===== src/rtl/pipe_skid_stage_pkg.sv =====
// ---------------------------------------------------------------------------
// Shared definitions for the pipeline skid stage.
//
// cpu_pipe_pkg
//     Field layout of the MEM/WB payload. The stage that instantiates
//     pipe_skid_stage concatenates its fields using these offsets. The same
//     constants size the stage's payload and build its kill mask.
//
// pipe_skid_stage_pkg
//     Occupancy encoding of the two-entry skid stage, and a helper that
//     classifies a (main_v, skid_v) pair.
//
// Ports: none (packages only).
// ---------------------------------------------------------------------------
package cpu_pipe_pkg;

    // MEM/WB field widths.
    localparam int MEMWB_REGWRITE_W  = 1;
    localparam int MEMWB_RESULTSRC_W = 2;
    localparam int MEMWB_READDATA_W  = 32;
    localparam int MEMWB_ALURES_W    = 32;
    localparam int MEMWB_PCPLUS4_W   = 32;
    localparam int MEMWB_RD_W        = 5;

    // MEM/WB field offsets, LSB first.
    localparam int REGWRITE_BIT  = 0;
    localparam int RESULTSRC_LSB = 1;
    localparam int READDATA_LSB  = 3;
    localparam int ALURES_LSB    = 35;
    localparam int PCPLUS4_LSB   = 67;
    localparam int RD_LSB        = 99;

    // The fields use 104 bits. Four spare bits are kept at the top so that
    // the bundle can grow without resizing every stage register.
    localparam int MEMWB_USED_W    = RD_LSB + MEMWB_RD_W;
    localparam int MEMWB_SPARE_W   = 4;
    localparam int MEMWB_PAYLOAD_W = MEMWB_USED_W + MEMWB_SPARE_W;

    // Only RegWrite has to be forced low for a bubble. MemWrite has already
    // been consumed by the time a payload reaches MEM/WB.
    localparam logic [MEMWB_PAYLOAD_W-1:0] MEMWB_KILL_MASK =
        MEMWB_PAYLOAD_W'(1) << REGWRITE_BIT;

endpackage

package pipe_skid_stage_pkg;

    // How many entries the stage holds. OCC_ILLEGAL is a skid entry with no
    // main entry, which the update rules can never produce.
    typedef enum logic [1:0] {
        OCC_EMPTY   = 2'b00,
        OCC_ONE     = 2'b01,
        OCC_FULL    = 2'b10,
        OCC_ILLEGAL = 2'b11
    } occ_e;

    function automatic occ_e occupancy(input logic mainV, input logic skidV);
        occ_e occ;
        case ({mainV, skidV})
            2'b00:   occ = OCC_EMPTY;
            2'b10:   occ = OCC_ONE;
            2'b11:   occ = OCC_FULL;
            default: occ = OCC_ILLEGAL;
        endcase
        return occ;
    endfunction

endpackage


===== src/rtl/pipe_skid_stage_if.sv =====
// ---------------------------------------------------------------------------
// Handshake bundle for pipe_skid_stage. The bundle holds both the upstream
// side (in_*) and the downstream side (out_*), so one connection carries the
// full boundary.
//
//   in_valid   upstream has a payload
//   in_ready   stage can accept (driven by the stage)
//   in_data    upstream payload
//   out_valid  stage holds a live payload (driven by the stage)
//   out_ready  downstream accepts this cycle
//   out_data   payload to the next stage (driven by the stage)
//
// Modports:
//   slave   the stage itself
//   master  the surrounding logic, which drives in_* and out_ready
// ---------------------------------------------------------------------------
interface pipe_skid_stage_if
    import cpu_pipe_pkg::*;
#(
    parameter int PAYLOAD_W = MEMWB_PAYLOAD_W
);

    logic                 in_valid;
    logic                 in_ready;
    logic [PAYLOAD_W-1:0] in_data;
    logic                 out_valid;
    logic                 out_ready;
    logic [PAYLOAD_W-1:0] out_data;

    modport master (
        output in_valid,
        output in_data,
        output out_ready,
        input  in_ready,
        input  out_valid,
        input  out_data
    );

    modport slave (
        input  in_valid,
        input  in_data,
        input  out_ready,
        output in_ready,
        output out_valid,
        output out_data
    );

endinterface


===== src/rtl/pipe_skid_stage_reg.sv =====
// ---------------------------------------------------------------------------
// pipe_skid_reg: one valid+data register slot of the skid stage.
//
//   clk      rising-edge clock
//   reset    synchronous, active-high; valid=0, data=RESET_VAL
//   i_clear  drop the entry (valid=0); the data bits keep their value
//   i_load   capture i_data and mark the entry valid
//   i_data   value to capture
//   o_valid  entry is live
//   o_data   stored value
//
// The priority is reset, then clear, then load. A flush is a clear, so a
// load requested in the same cycle as a flush is discarded.
// ---------------------------------------------------------------------------
module pipe_skid_reg
    import cpu_pipe_pkg::*;
#(
    parameter int             W         = MEMWB_PAYLOAD_W,
    parameter logic [W-1:0]   RESET_VAL = '0
)(
    input  logic         clk,
    input  logic         reset,
    input  logic         i_clear,
    input  logic         i_load,
    input  logic [W-1:0] i_data,
    output logic         o_valid,
    output logic [W-1:0] o_data
);

    logic         r_valid;
    logic [W-1:0] r_data;

    // A clear leaves the data bits untouched. Only the valid bit matters
    // after a clear, and holding the data avoids toggling a wide bus.
    always_ff @(posedge clk) begin
        if (reset) begin
            r_valid <= 1'b0;
            r_data  <= RESET_VAL;
        end else if (i_clear) begin
            r_valid <= 1'b0;
        end else if (i_load) begin
            r_valid <= 1'b1;
            r_data  <= i_data;
        end
    end

    assign o_valid = r_valid;
    assign o_data  = r_data;

endmodule


===== src/rtl/pipe_skid_stage.sv =====
// ---------------------------------------------------------------------------
// pipe_skid_stage: a generic pipeline-boundary register with a valid/ready
// handshake and a two-entry skid buffer.
//
// The main entry drives the outputs. The skid entry catches the one payload
// that can arrive in the cycle when the downstream stalls. Because in_ready
// comes only from the skid valid flag, there is no combinational path from
// out_ready to in_ready.
//
// Whenever the stage holds a bubble, the bits set in KILL_MASK read 0 on
// out_data. A squashed instruction therefore can never assert its commit
// controls.
//
// Ports:
//   clk     rising-edge clock
//   reset   synchronous, active-high; takes priority over flush
//   flush   synchronous squash of both entries; takes priority over transfers
//   bus     pipe_skid_stage_if.slave (in_valid/in_ready/in_data,
//           out_valid/out_ready/out_data)
//
// Optional build macro PIPE_SKID_STATS_EN adds two outputs:
//   stall_cnt   cycles with out_valid & ~out_ready
//   bubble_cnt  non-reset cycles with ~out_valid
// Both counters wrap at 2^32. Reset clears them and flush does not.
// ---------------------------------------------------------------------------
module pipe_skid_stage
    import cpu_pipe_pkg::*;
    import pipe_skid_stage_pkg::*;
#(
    parameter int                   PAYLOAD_W = MEMWB_PAYLOAD_W,
    parameter logic [PAYLOAD_W-1:0] KILL_MASK = '0,
    parameter logic [PAYLOAD_W-1:0] RESET_VAL = '0
)(
    input  logic              clk,
    input  logic              reset,
    input  logic              flush,
    pipe_skid_stage_if.slave  bus
`ifdef PIPE_SKID_STATS_EN
    ,
    output logic [31:0]       stall_cnt,
    output logic [31:0]       bubble_cnt
`endif
);

    logic                 w_main_v;
    logic [PAYLOAD_W-1:0] w_main_d;
    logic                 w_skid_v;
    logic [PAYLOAD_W-1:0] w_skid_d;

    logic                 w_in_ready;
    logic                 w_in_fire;
    logic                 w_out_fire;

    logic                 w_main_load;
    logic                 w_main_clear;
    logic [PAYLOAD_W-1:0] w_main_next;
    logic                 w_skid_load;
    logic                 w_skid_clear;

    occ_e                 w_occ;

    assign w_in_ready = ~w_skid_v;
    assign w_in_fire  = bus.in_valid & w_in_ready;
    assign w_out_fire = w_main_v & bus.out_ready;

    // Control for the two entries.
    //
    // The main entry loads in two cases. First, when it is empty and a new
    // payload arrives. Second, when it is draining and a replacement is
    // available. The skid entry is the older payload, so it has priority.
    // The two sources never compete, because a valid skid entry holds
    // in_ready low.
    //
    // The skid entry fills only when the main entry is stuck and a payload
    // still arrives. That payload was accepted on the previous cycle's
    // in_ready. A flush suppresses every load and clears both entries.
    always_comb begin
        w_main_load  = 1'b0;
        w_main_clear = 1'b0;
        w_skid_load  = 1'b0;
        w_skid_clear = 1'b0;
        w_main_next  = w_skid_v ? w_skid_d : bus.in_data;

        if (flush) begin
            w_main_clear = 1'b1;
            w_skid_clear = 1'b1;
        end else if (!w_main_v) begin
            w_main_load = w_in_fire;
        end else if (w_out_fire) begin
            if (w_skid_v) begin
                w_main_load  = 1'b1;
                w_skid_clear = 1'b1;
            end else if (w_in_fire) begin
                w_main_load  = 1'b1;
            end else begin
                w_main_clear = 1'b1;
            end
        end else begin
            w_skid_load = w_in_fire;
        end
    end

    pipe_skid_reg #(
        .W         (PAYLOAD_W),
        .RESET_VAL (RESET_VAL)
    ) u_main (
        .clk     (clk),
        .reset   (reset),
        .i_clear (w_main_clear),
        .i_load  (w_main_load),
        .i_data  (w_main_next),
        .o_valid (w_main_v),
        .o_data  (w_main_d)
    );

    pipe_skid_reg #(
        .W         (PAYLOAD_W),
        .RESET_VAL (RESET_VAL)
    ) u_skid (
        .clk     (clk),
        .reset   (reset),
        .i_clear (w_skid_clear),
        .i_load  (w_skid_load),
        .i_data  (bus.in_data),
        .o_valid (w_skid_v),
        .o_data  (w_skid_d)
    );

    // When the main entry is a bubble, its stale data is still shown
    // downstream with the kill bits forced low. Every commit control the
    // next stage sees is then inactive.
    assign bus.in_ready  = w_in_ready;
    assign bus.out_valid = w_main_v;
    assign bus.out_data  = w_main_v ? w_main_d : (w_main_d & ~KILL_MASK);

    // A skid entry behind an empty main entry would leave the FIFO order
    // undefined. The update rules cannot reach that state.
    assign w_occ = occupancy(w_main_v, w_skid_v);

    a_no_orphan_skid : assert property (
        @(posedge clk) disable iff (reset) w_occ != OCC_ILLEGAL
    );

`ifdef PIPE_SKID_STATS_EN
    logic [31:0] r_stall_cnt;
    logic [31:0] r_bubble_cnt;

    // Performance counters. Stalls count held payloads and bubbles count
    // idle cycles. Both wrap naturally. Flush leaves them alone, so the
    // counts stay meaningful across branch mispredicts.
    always_ff @(posedge clk) begin
        if (reset) begin
            r_stall_cnt  <= 32'd0;
            r_bubble_cnt <= 32'd0;
        end else begin
            if (w_main_v && !bus.out_ready) begin
                r_stall_cnt <= r_stall_cnt + 32'd1;
            end
            if (!w_main_v) begin
                r_bubble_cnt <= r_bubble_cnt + 32'd1;
            end
        end
    end

    assign stall_cnt  = r_stall_cnt;
    assign bubble_cnt = r_bubble_cnt;
`endif

endmodule


===== src/flat_wrapper.sv =====
// flat-port wrapper written by rule: the top's interface ports become plain ports
module pipe_skid_stage_flat import cpu_pipe_pkg::*; import pipe_skid_stage_pkg::*;
#(
    parameter int                   PAYLOAD_W = MEMWB_PAYLOAD_W,
    parameter logic [PAYLOAD_W-1:0] KILL_MASK = '0,
    parameter logic [PAYLOAD_W-1:0] RESET_VAL = '0
)
  (clk, reset, flush, bus_in_valid, bus_in_data, bus_out_ready, bus_in_ready, bus_out_valid, bus_out_data);
  pipe_skid_stage_if #(.PAYLOAD_W(PAYLOAD_W)) bus_i ();
  input  logic clk;
  input  logic reset;
  input  logic flush;
  input wire logic [$bits(bus_i.in_valid)-1:0] bus_in_valid;
  input wire logic [$bits(bus_i.in_data)-1:0] bus_in_data;
  input wire logic [$bits(bus_i.out_ready)-1:0] bus_out_ready;
  output wire logic [$bits(bus_i.in_ready)-1:0] bus_in_ready;
  output wire logic [$bits(bus_i.out_valid)-1:0] bus_out_valid;
  output wire logic [$bits(bus_i.out_data)-1:0] bus_out_data;
  assign bus_i.in_valid = bus_in_valid;
  assign bus_i.in_data = bus_in_data;
  assign bus_i.out_ready = bus_out_ready;
  assign bus_in_ready = bus_i.in_ready;
  assign bus_out_valid = bus_i.out_valid;
  assign bus_out_data = bus_i.out_data;
  pipe_skid_stage #(.PAYLOAD_W(PAYLOAD_W), .KILL_MASK(KILL_MASK), .RESET_VAL(RESET_VAL)) u_core (.clk(clk), .reset(reset), .flush(flush), .bus(bus_i));
endmodule

===== config.mk =====
export PLATFORM = sky130hd
export DESIGN_NAME = pipe_skid_stage_flat
export DESIGN_NICKNAME = d
export VERILOG_FILES = /design/src/rtl/pipe_skid_stage_pkg.sv /design/src/rtl/pipe_skid_stage_if.sv /design/src/rtl/pipe_skid_stage_reg.sv /design/src/rtl/pipe_skid_stage.sv /design/src/flat_wrapper.sv
export SDC_FILE = /design/constraint.sdc
export NUM_CORES = 1
export LEC_CHECK = 0
export CAP_MARGIN = 0
export CORE_MARGIN = 2
export CORE_UTILIZATION = 45
export DETAILED_ROUTE_END_ITERATION = 16
export PLACE_DENSITY = 0.71
export RECOVER_POWER = 25
export SETUP_SLACK_MARGIN = 0.2
export SKIP_LAST_GASP = 1
export SYNTH_ARGS = -nofsm -noshare
export SYNTH_HDL_FRONTEND = slang
export SYNTH_HIERARCHICAL = 1
export SYNTH_SLANG_ARGS = --single-unit
export TNS_END_PERCENT = 1

===== constraint.sdc =====
create_clock -name clk -period 4.5 [get_ports clk]
set_clock_uncertainty 0.15 [all_clocks]
set_input_delay 1.125 -clock clk [delete_from_list [all_inputs] [get_ports clk]]
set_output_delay 1.125 -clock clk [all_outputs]
set_load 0.005 [all_outputs]

-- Word level (Yosys, flattened, before mapping)
Index checks and enable logic that the tools add are counted.
- register bits after elaboration: 218
- logic and storage cells: 31
- muxes and demuxes: 18
- reduce and logical (&&, ||, !) cells: 4
- bitwise logic cells: 5
- operators with widths (operator ; count):
    2-to-1 mux 108 bit ; 1
    2-to-1 mux 1 bit ; 17
    AND reduction 2 bit ; 2
    OR reduction 2 bit ; 2
    inverter 1 bit ; 3
    AND 1 bit ; 2

-- Longest topological paths before layout
Gate-level depths: netlist of the first run.
- depth after elaboration: 9
- depth in mapped cells: 9
- depth with buffers taken out: 4

-- Hierarchy
Netlist of the first run, hierarchy kept.
- by module, submodules not included (module ; instances ; sequential area each (µm²) ; cells each ; area an instance (µm²)):
    pipe_skid_reg ; 2 ; 2182.1 ; 496 ; 5116.2
    pipe_skid_stage ; 1 ; 0.0 ; 129 ; 1387.6

-- Least setup slack after synthesis of the first run
Ideal clock, no wire load.
- path type: input to register
- start: input bus_out_ready
- end: register u_core.u_main.r_data[100] (netlist: u_core/u_main/o_data[100])
- slack: 2.197 ns
- data arrival time: 2.037 ns
- stages: 7
- setup time: 0.116 ns
- buffers on the path: 3
- cells stage by stage: nand2_1 a211oi_1 nor2b_1 buf_6 buf_6 buf_8 o21ai_2
- elaborated cells between the ends (all ways): 9
- RTL lines (element ; line ; RTL):
    start: declaration ; flat_wrapper.sv:15 ; input wire logic [$bits(bus_i.out_ready)-1:0] bus_out_ready;
    AND 1 bit ; pipe_skid_stage.sv:64 ; assign w_out_fire = w_main_v & bus.out_ready;
    2-to-1 mux 1 bit ; pipe_skid_stage.sv:89 ; end else if (w_out_fire) begin
    2-to-1 mux 1 bit ; pipe_skid_stage.sv:87 ; end else if (!w_main_v) begin
    2-to-1 mux 1 bit ; pipe_skid_stage.sv:84 ; if (flush) begin
    named net u_core.w_main_load ; pipe_skid_stage.sv:54 ; logic w_main_load;
    AND reduction 2 bit (no source line) ; -- ;
    end signal: assignment ; pipe_skid_stage_reg.sv:43 ; r_data <= i_data;
    end: declaration ; pipe_skid_stage_reg.sv:31 ; logic [W-1:0] r_data;
The timed path passes the listed nets, and every way through them passes these cells.
A chain may end at the register's enable or synchronous reset.

-- Final worst setup path of the first run
- start: register u_core.u_skid.r_valid (netlist: u_core/u_skid/o_valid)
- end: output bus_in_ready
- cells in the longest elaborated chain, start to end: 1
- ends and longest elaborated chain (element ; line ; RTL):
    start: declaration ; pipe_skid_stage_reg.sv:30 ; logic r_valid;
    start signal: assignment ; pipe_skid_stage_reg.sv:37 ; r_valid <= 1'b0;
    start signal: assignment ; pipe_skid_stage_reg.sv:40 ; r_valid <= 1'b0;
    start signal: assignment ; pipe_skid_stage_reg.sv:42 ; r_valid <= 1'b1;
    inverter 1 bit ; pipe_skid_stage.sv:62 ; assign w_in_ready = ~w_skid_v;
    end: declaration ; flat_wrapper.sv:16 ; output wire logic [$bits(bus_i.in_ready)-1:0] bus_in_ready;
No other way between the ends.

==> impl_metrics.env, run 1 <==
export IMPL_rr_startpoint="u_core/u_skid/o_valid$_SDFFE_PP0P_"
export IMPL_power_density_nw_per_um2=309
export IMPL_path_buf_inv=2
export IMPL_cts_sinks=218
export IMPL_post_cts_repair_setup_buffers=0
export IMPL_p_int_mw=3.39
export IMPL_ys_top_cells_by_area="dfxtp_1 (38%), nand4bb_1 (21%), nand2b_1 (12%)"
export IMPL_via_per_inst=5.57
export IMPL_final_cells=1594
export IMPL_synth_compound_area_share_pct=10.9
export IMPL_n_fill_cell=2243
export IMPL_cts_hold_buf=0
export IMPL_setup_viol=0
export IMPL_drc=0
export IMPL_synth_top_family_by_area="simple AND/OR/NAND/NOR gates"
export IMPL_first_pass_iters=5
export IMPL_whs_path_depth=2
export IMPL_numCtsBuffers=26
export IMPL_peakVddDrop_mv=0.250
export IMPL_port_buffers=222
export IMPL_required_ps=3220
export IMPL_outcome="complete, no violations"
export IMPL_cpPeakStageDelay_ps=950
export IMPL_sequentialPowerShare_pct=45.1
export IMPL_cp_start_kind="register"
export IMPL_worst_slew_pin_slew_ps=1060
export IMPL_startpoint="u_core/u_skid/o_valid$_SDFFE_PP0P_"
export IMPL_avgRoutedWirePerCell_um=18.7
export IMPL_ys_flop_type="dfxtp_1"
export IMPL_die_width_um=165
export IMPL_drtIter0Drc=666
export IMPL_worstReg2RegEnd="u_core/u_main/o_data[18]$_SDFFE_PP0P_"
export IMPL_die_h_um=165
export IMPL_crit_family="flip-flops"
export IMPL_switching_power_mw=1.02
export IMPL_crit_chain="inv_1 > clkdlybuf4s50_1"
export IMPL_pwr_share_comb_pct=11.0
export IMPL_htree_num_levels=1
export IMPL_antenna_found_initial=0
export IMPL_n_antenna_cell=0
export IMPL_critPathMaxFanout=64
export IMPL_crit_path_top_delay_cell="dfxtp_4"
export IMPL_finalCritPeriodShare_pct=79.0
export IMPL_grt_pass1_wl_mm=47.5
export IMPL_final_layout_size_suffix_gt1_share_pct=16.4
export IMPL_fin_area_sq_um=14300
export IMPL_hold_start="u_core/u_main/o_data[4]$_SDFFE_PP0P_"
export IMPL_ios=223
export IMPL_yosysMostFrequentCell="dfxtp_1"
export IMPL_grt_overflow_total=0
export IMPL_grt_start_max_net_pins=150
export IMPL_netlist_instances=1121
export IMPL_cts_buffer_depth=3
export IMPL_hold_path_class="reg2reg"
export IMPL_synth_warnings=6
export IMPL_final_antenna_net_count=0
export IMPL_grt_total_usage_pct=21.4
export IMPL_yosys_area_share_simple_pct=33.1
export IMPL_grt_pass1_vias=8928
export IMPL_ctsResizeCount=0
export IMPL_syn_nets=1234
export IMPL_yosysSeqAreaShare_pct=37.6
export IMPL_leakage_nw=4.90
export IMPL_maxSlewHeadroom_pct=29.4
export IMPL_cp_arrival_ps=2280
export IMPL_final_setup_tns_ps=0
export IMPL_pre_cts_slack_ps=580
export IMPL_synthAdderAreaFrac_pct=0
export IMPL_dp_cells=1556
export IMPL_dpl_cell_area_sq_um=13500
export IMPL_cts_tree="yes"
export IMPL_fmax_mhz=281
export IMPL_maxSlewViolCount=0
export IMPL_setup_ws_ps=946
export IMPL_dpl_hpwl_mm=16.7
export IMPL_rrSetupSlack_ps=1180
export IMPL_synth_area_leader_cell="dfxtp_1"
export IMPL_wl_mm=29.8
export IMPL_initial_utilization_pct=46.0
export IMPL_synth_seq_cells=218
export IMPL_yosysUniqueCellTypes=23
export IMPL_switching_share_pct=23.1
export IMPL_std_cell_rows=58
export IMPL_r2r_cells=5
export IMPL_coreArea_sq_um=25300
export IMPL_min_to="u_core/u_main/o_data[4]$_SDFFE_PP0P_"
export IMPL_finish_utilization_pct=56.6
export IMPL_yosysTopAreaCellShare_pct=37.6
export IMPL_cp_end_kind="output pin"
export IMPL_rsz0062_at_grt="no"
export IMPL_nNetsFinal=1367
export IMPL_final_hold_viol_count=0
export IMPL_dieArea_sq_um=27100
export IMPL_syn_area_sq_um=11600
export IMPL_insertion_delay_ps=520
export IMPL_area_growth_pct=23.0
export IMPL_synthArstFlopShare_pct=0
export IMPL_synth_area_mux_share_pct=10.5
export IMPL_clkPwrFrac_pct=43.9
export IMPL_cap_violations=0
export IMPL_synth_edff_count=0
export IMPL_synth_commonest_cells="dfxtp_1 (218), nand2b_1 (216), nand4bb_1 (216)"
export IMPL_synth_xor_area_share_pct=0
export IMPL_gp_congestion=0.730
export IMPL_cts_root_buffer="clkbuf_16"
export IMPL_cts_clk_slew_worst_paths_ps=60
export IMPL_worstSetupPathType="reg2out"
export IMPL_min_period_ps=3550
export IMPL_syn_area_per_cell_sq_um=10.4
export IMPL_dr_total_vias=8886
-- cells by family after synthesis --
logic type / Yosys count
buf+inv: 133
flops: 218
compound gates: 219
simple gates: 443
mux: 108
-- worst max-delay path by stage --
stage	end	depth (start not counted)
final	bus_in_ready	2
after global placement	u_core/u_main/o_data[3]$_SDFFE_PP0P_	6
after floorplan	u_core/u_main/o_data[100]$_SDFFE_PP0P_	7
after CTS	bus_in_ready	2
after detailed placement	u_core/u_main/o_data[37]$_SDFFE_PP0P_	6
after global routing	bus_in_ready	2
-- per-stage QoR --
step,hold WS (ps),power (mW)
after floorplan,288,2.32
after global routing,327,4.57
final,308,4.41
after global placement,298,2.52
after detailed placement,303,2.53
after CTS,314,4.47
-- worst min-delay path, stage by stage, from the launching register on --
cell	delay, ps
dfxtp_1	300
nand2b_1	60
o21ai_1	50
-- flip-flops by register name (all words and copies together), names as in the netlist --
signal and cells:
u_core/u_main/o_valid 1, u_core/u_skid/o_data 108, u_core/u_main/o_data 108, u_core/u_skid/o_valid 1
-- placed cells by master, fill, tap and decap left out, types with 2 or more instances in the layout --
cell type	count
o21ai_1	158
dfxtp_1	217
buf_4	12
dlygate4sd3_1	81
nor2_1	4
mux2_2	108
buf_12	3
clkdlybuf4s50_1	140
clkbuf_16	27
clkinv_2	2
o21ai_0	16
nand2b_1	216
nand4bb_1	216
nor3_1	2
clkbuf_1	4
nor2b_4	2
clkbuf_8	5
o21ai_2	42
-- area by class of cell --
| class | instances | area [sq um] | share of cell area (%) |
|---|---|---|---|
| Inverter | 1 | 3.75 | 0.0263 |
| Timing Repair Buffer | 237 | 2380 | 16.6 |
| Sequential cell | 218 | 4370 | 30.6 |
| Clock inverter | 3 | 17.5 | 0.123 |
| Clock buffer | 35 | 746 | 5.22 |
| Tap cell | 330 | 413 | 2.89 |
| Multi-Input combinational cell | 770 | 6370 | 44.6 |
-- per-layer routing --
metal	up-vias	global-route usage [%]	wire length, um	part of all wire, %
li1	4308	-	-	-
met1	4340	28.8	13700	46
met2	200	35.5	13800	46
met3	38	4.65	1750	5.9
met4	0	4.23	541	1.8
met5	-	0	0	0
-- power by group through the flow --
stage,Combinational [mW],Clock [mW],Sequential [mW]
2_1_floorplan,0.286,0,2.03
3_3_place_gp,0.491,0,2.03
3_5_place_dp,0.495,0,2.03
4_1_cts,0.498,1.98,1.99
5_1_grt,0.522,2.06,1.99
6_report,0.485,1.94,1.99
No activity file was read; power rests on OpenSTA's default activity.
==> inputs of run 2 (changes only) <==
--- a/config.mk
+++ b/config.mk
@@ -9,7 +9,7 @@
 export CORE_MARGIN = 2
 export CORE_UTILIZATION = 45
 export DETAILED_ROUTE_END_ITERATION = 16
-export PLACE_DENSITY = 0.71
+export PLACE_DENSITY = 0.74
 export RECOVER_POWER = 25
 export SETUP_SLACK_MARGIN = 0.2
 export SKIP_LAST_GASP = 1
==> constraint.sdc (replaced) <==
create_clock -name clk -period 2.9 [get_ports clk]
set_clock_uncertainty 0.15 [all_clocks]
set_input_delay 0.725 -clock clk [delete_from_list [all_inputs] [get_ports clk]]
set_output_delay 0.725 -clock clk [all_outputs]
set_load 0.005 [all_outputs]
==> run 2 against run 1 <==
  * Total power up 58%
  * Highest routed layer is now met5
  * Combinational power increased by 61%
  * Critical path type is now in2reg
  * Die area stayed put
  * Final cell count grew 0.50%
==> impl_metrics.env, run 2 (synthesis results as in run 1) <==
export IMPL_final_setup_tns_ps=0
export IMPL_final_hold_viol_count=0
export IMPL_wl_mm=29.8
export IMPL_drtIter0Drc=508
export IMPL_power_density_nw_per_um2=486
export IMPL_cp_start_kind="input pin"
export IMPL_grt_pass1_vias=8941
export IMPL_worstSetupPathType="in2reg"
export IMPL_maxSlewHeadroom_pct=26.8
export IMPL_avgRoutedWirePerCell_um=18.6
export IMPL_required_ps=3110
export IMPL_coreArea_sq_um=25300
export IMPL_insertion_delay_ps=520
export IMPL_ctsResizeCount=0
export IMPL_hold_path_class="reg2reg"
export IMPL_peakVddDrop_mv=0.315
export IMPL_layout_common_cells="clkdlybuf4s50_1 (221), dfxtp_1 (217), nand2b_1 (216), nand4bb_1 (216), mux2_2 (108)"
export IMPL_port_buffers=222
export IMPL_finalCritPeriodShare_pct=90.7
export IMPL_fmax_mhz=380
export IMPL_final_antenna_net_count=0
export IMPL_cts_clk_slew_worst_paths_ps=60
export IMPL_worst_slew_pin_slew_ps=1100
export IMPL_grt_overflow_total=0
export IMPL_min_period_ps=2630
export IMPL_outcome="complete, no violations"
export IMPL_timing_hold_ws_ps=313
export IMPL_maxSlewViolCount=0
export IMPL_n_antenna_cell=0
export IMPL_finish_utilization_pct=56.9
export IMPL_leakage_nw=4.64
export IMPL_grt_pass1_wl_mm=47.4
export IMPL_critPathMaxFanout=33
export IMPL_htree_num_levels=1
export IMPL_cp_arrival_ps=2840
export IMPL_cp_end_kind="register"
export IMPL_std_cell_rows=58
export IMPL_numCtsBuffers=25
export IMPL_via_per_inst=5.56
export IMPL_ios=223
export IMPL_first_pass_iters=5
export IMPL_die_width_um=165
export IMPL_drc=0
export IMPL_initial_utilization_pct=46.0
export IMPL_cap_violations=0
export IMPL_n_fill_cell=2226
export IMPL_grt_start_max_net_pins=157
export IMPL_multiInputGateArea_sq_um=6300
export IMPL_die_h_um=165
export IMPL_post_cts_repair_setup_buffers=0
export IMPL_final_layout_size_suffix_gt1_share_pct=15.5
export IMPL_cts_sinks=218
export IMPL_antenna_found_initial=1
export IMPL_final_common_cell="clkdlybuf4s50_1"
export IMPL_cts_hold_buf=0
export IMPL_cts_root_buffer="clkbuf_16"
export IMPL_dr_total_vias=8909
export IMPL_cts_tree="yes"
export IMPL_seqCellArea_sq_um=4370
export IMPL_dieArea_sq_um=27100
export IMPL_setup_viol=0
export IMPL_cts_buffer_depth=3
export IMPL_nNetsFinal=1370
export IMPL_rrSetupSlack_ps=460
export IMPL_area_growth_pct=23.7
export IMPL_rsz0062_at_grt="no"
export IMPL_gp_congestion=0.715
export IMPL_dpl_hpwl_mm=17.0
export IMPL_grt_total_usage_pct=21.4
[run 2: cell count changes in the layout (fill, tap and decap cells not counted), sizes merged]
| cell | delta |
|---|---|
| inv | +1 |
| clkdlybuf4s50 | +81 |
| clkinv | +1 |
| clkbuf | +3 |
| buf | +2 |
| bufinv | +2 |
| dlygate4sd3 | -81 |
| clkinvlp | -1 |
[run 2: area by class of cell]
type                    instances  share of cell area, %
flip-flops and latches        218                   30.4
multi-input cells             770                   43.9
well taps                     330                   2.87
inverters                       1                 0.0261
clock buffers                  36                   4.99
repair buffers                241                   17.2
clock inverters                 6                  0.610
[run 2: metrics by stage]
step	power, mW	cells	setup WS, ps	instance area, sq um
floorplan	3.59	1121	997	11600
CTS	7.07	1602	292	14500
global placement	3.93	1560	180	13700
global route	7.25	1602	129	14400
detailed placement	3.93	1560	164	13700
finish	6.99	1602	271	14400
[run 2: critical path, cell delays in order]
cell and delay (ps):
clkdlybuf4s50_1 520, nand2_1 120, o21bai_1 500, clkbuf_2 650, nand4bb_1 210, o21ai_0 100
[run 2: worst paths after layout]
path | endpoint | cells past startpoint | startpoint
max reg2reg | u_core/u_skid/o_data[66]$_SDFFE_PP0P_ | 5 | u_core/u_skid/o_valid$_SDFFE_PP0P_
max | u_core/u_skid/o_data[66]$_SDFFE_PP0P_ | 6 | bus_out_ready
min reg2reg | u_core/u_skid/o_data[68]$_SDFFE_PP0P_ | 2 | u_core/u_skid/o_data[68]$_SDFFE_PP0P_
min | u_core/u_skid/o_data[68]$_SDFFE_PP0P_ | 2 | u_core/u_skid/o_data[68]$_SDFFE_PP0P_
[run 2: where the power goes]
group | internal [mW] | switching [mW]
sequential | 3.05 | 0.0343
combinational | 0.472 | 0.307
clock | 1.88 | 1.24
[run 2: layer usage]
metal	vias to the layer above	track usage [%]	share of wire (%)
li1	4314	-	-
met1	4338	28.4	46
met2	214	35.8	47
met3	41	4.90	6.0
met4	2	4.66	1.9
met5	-	0	0.044
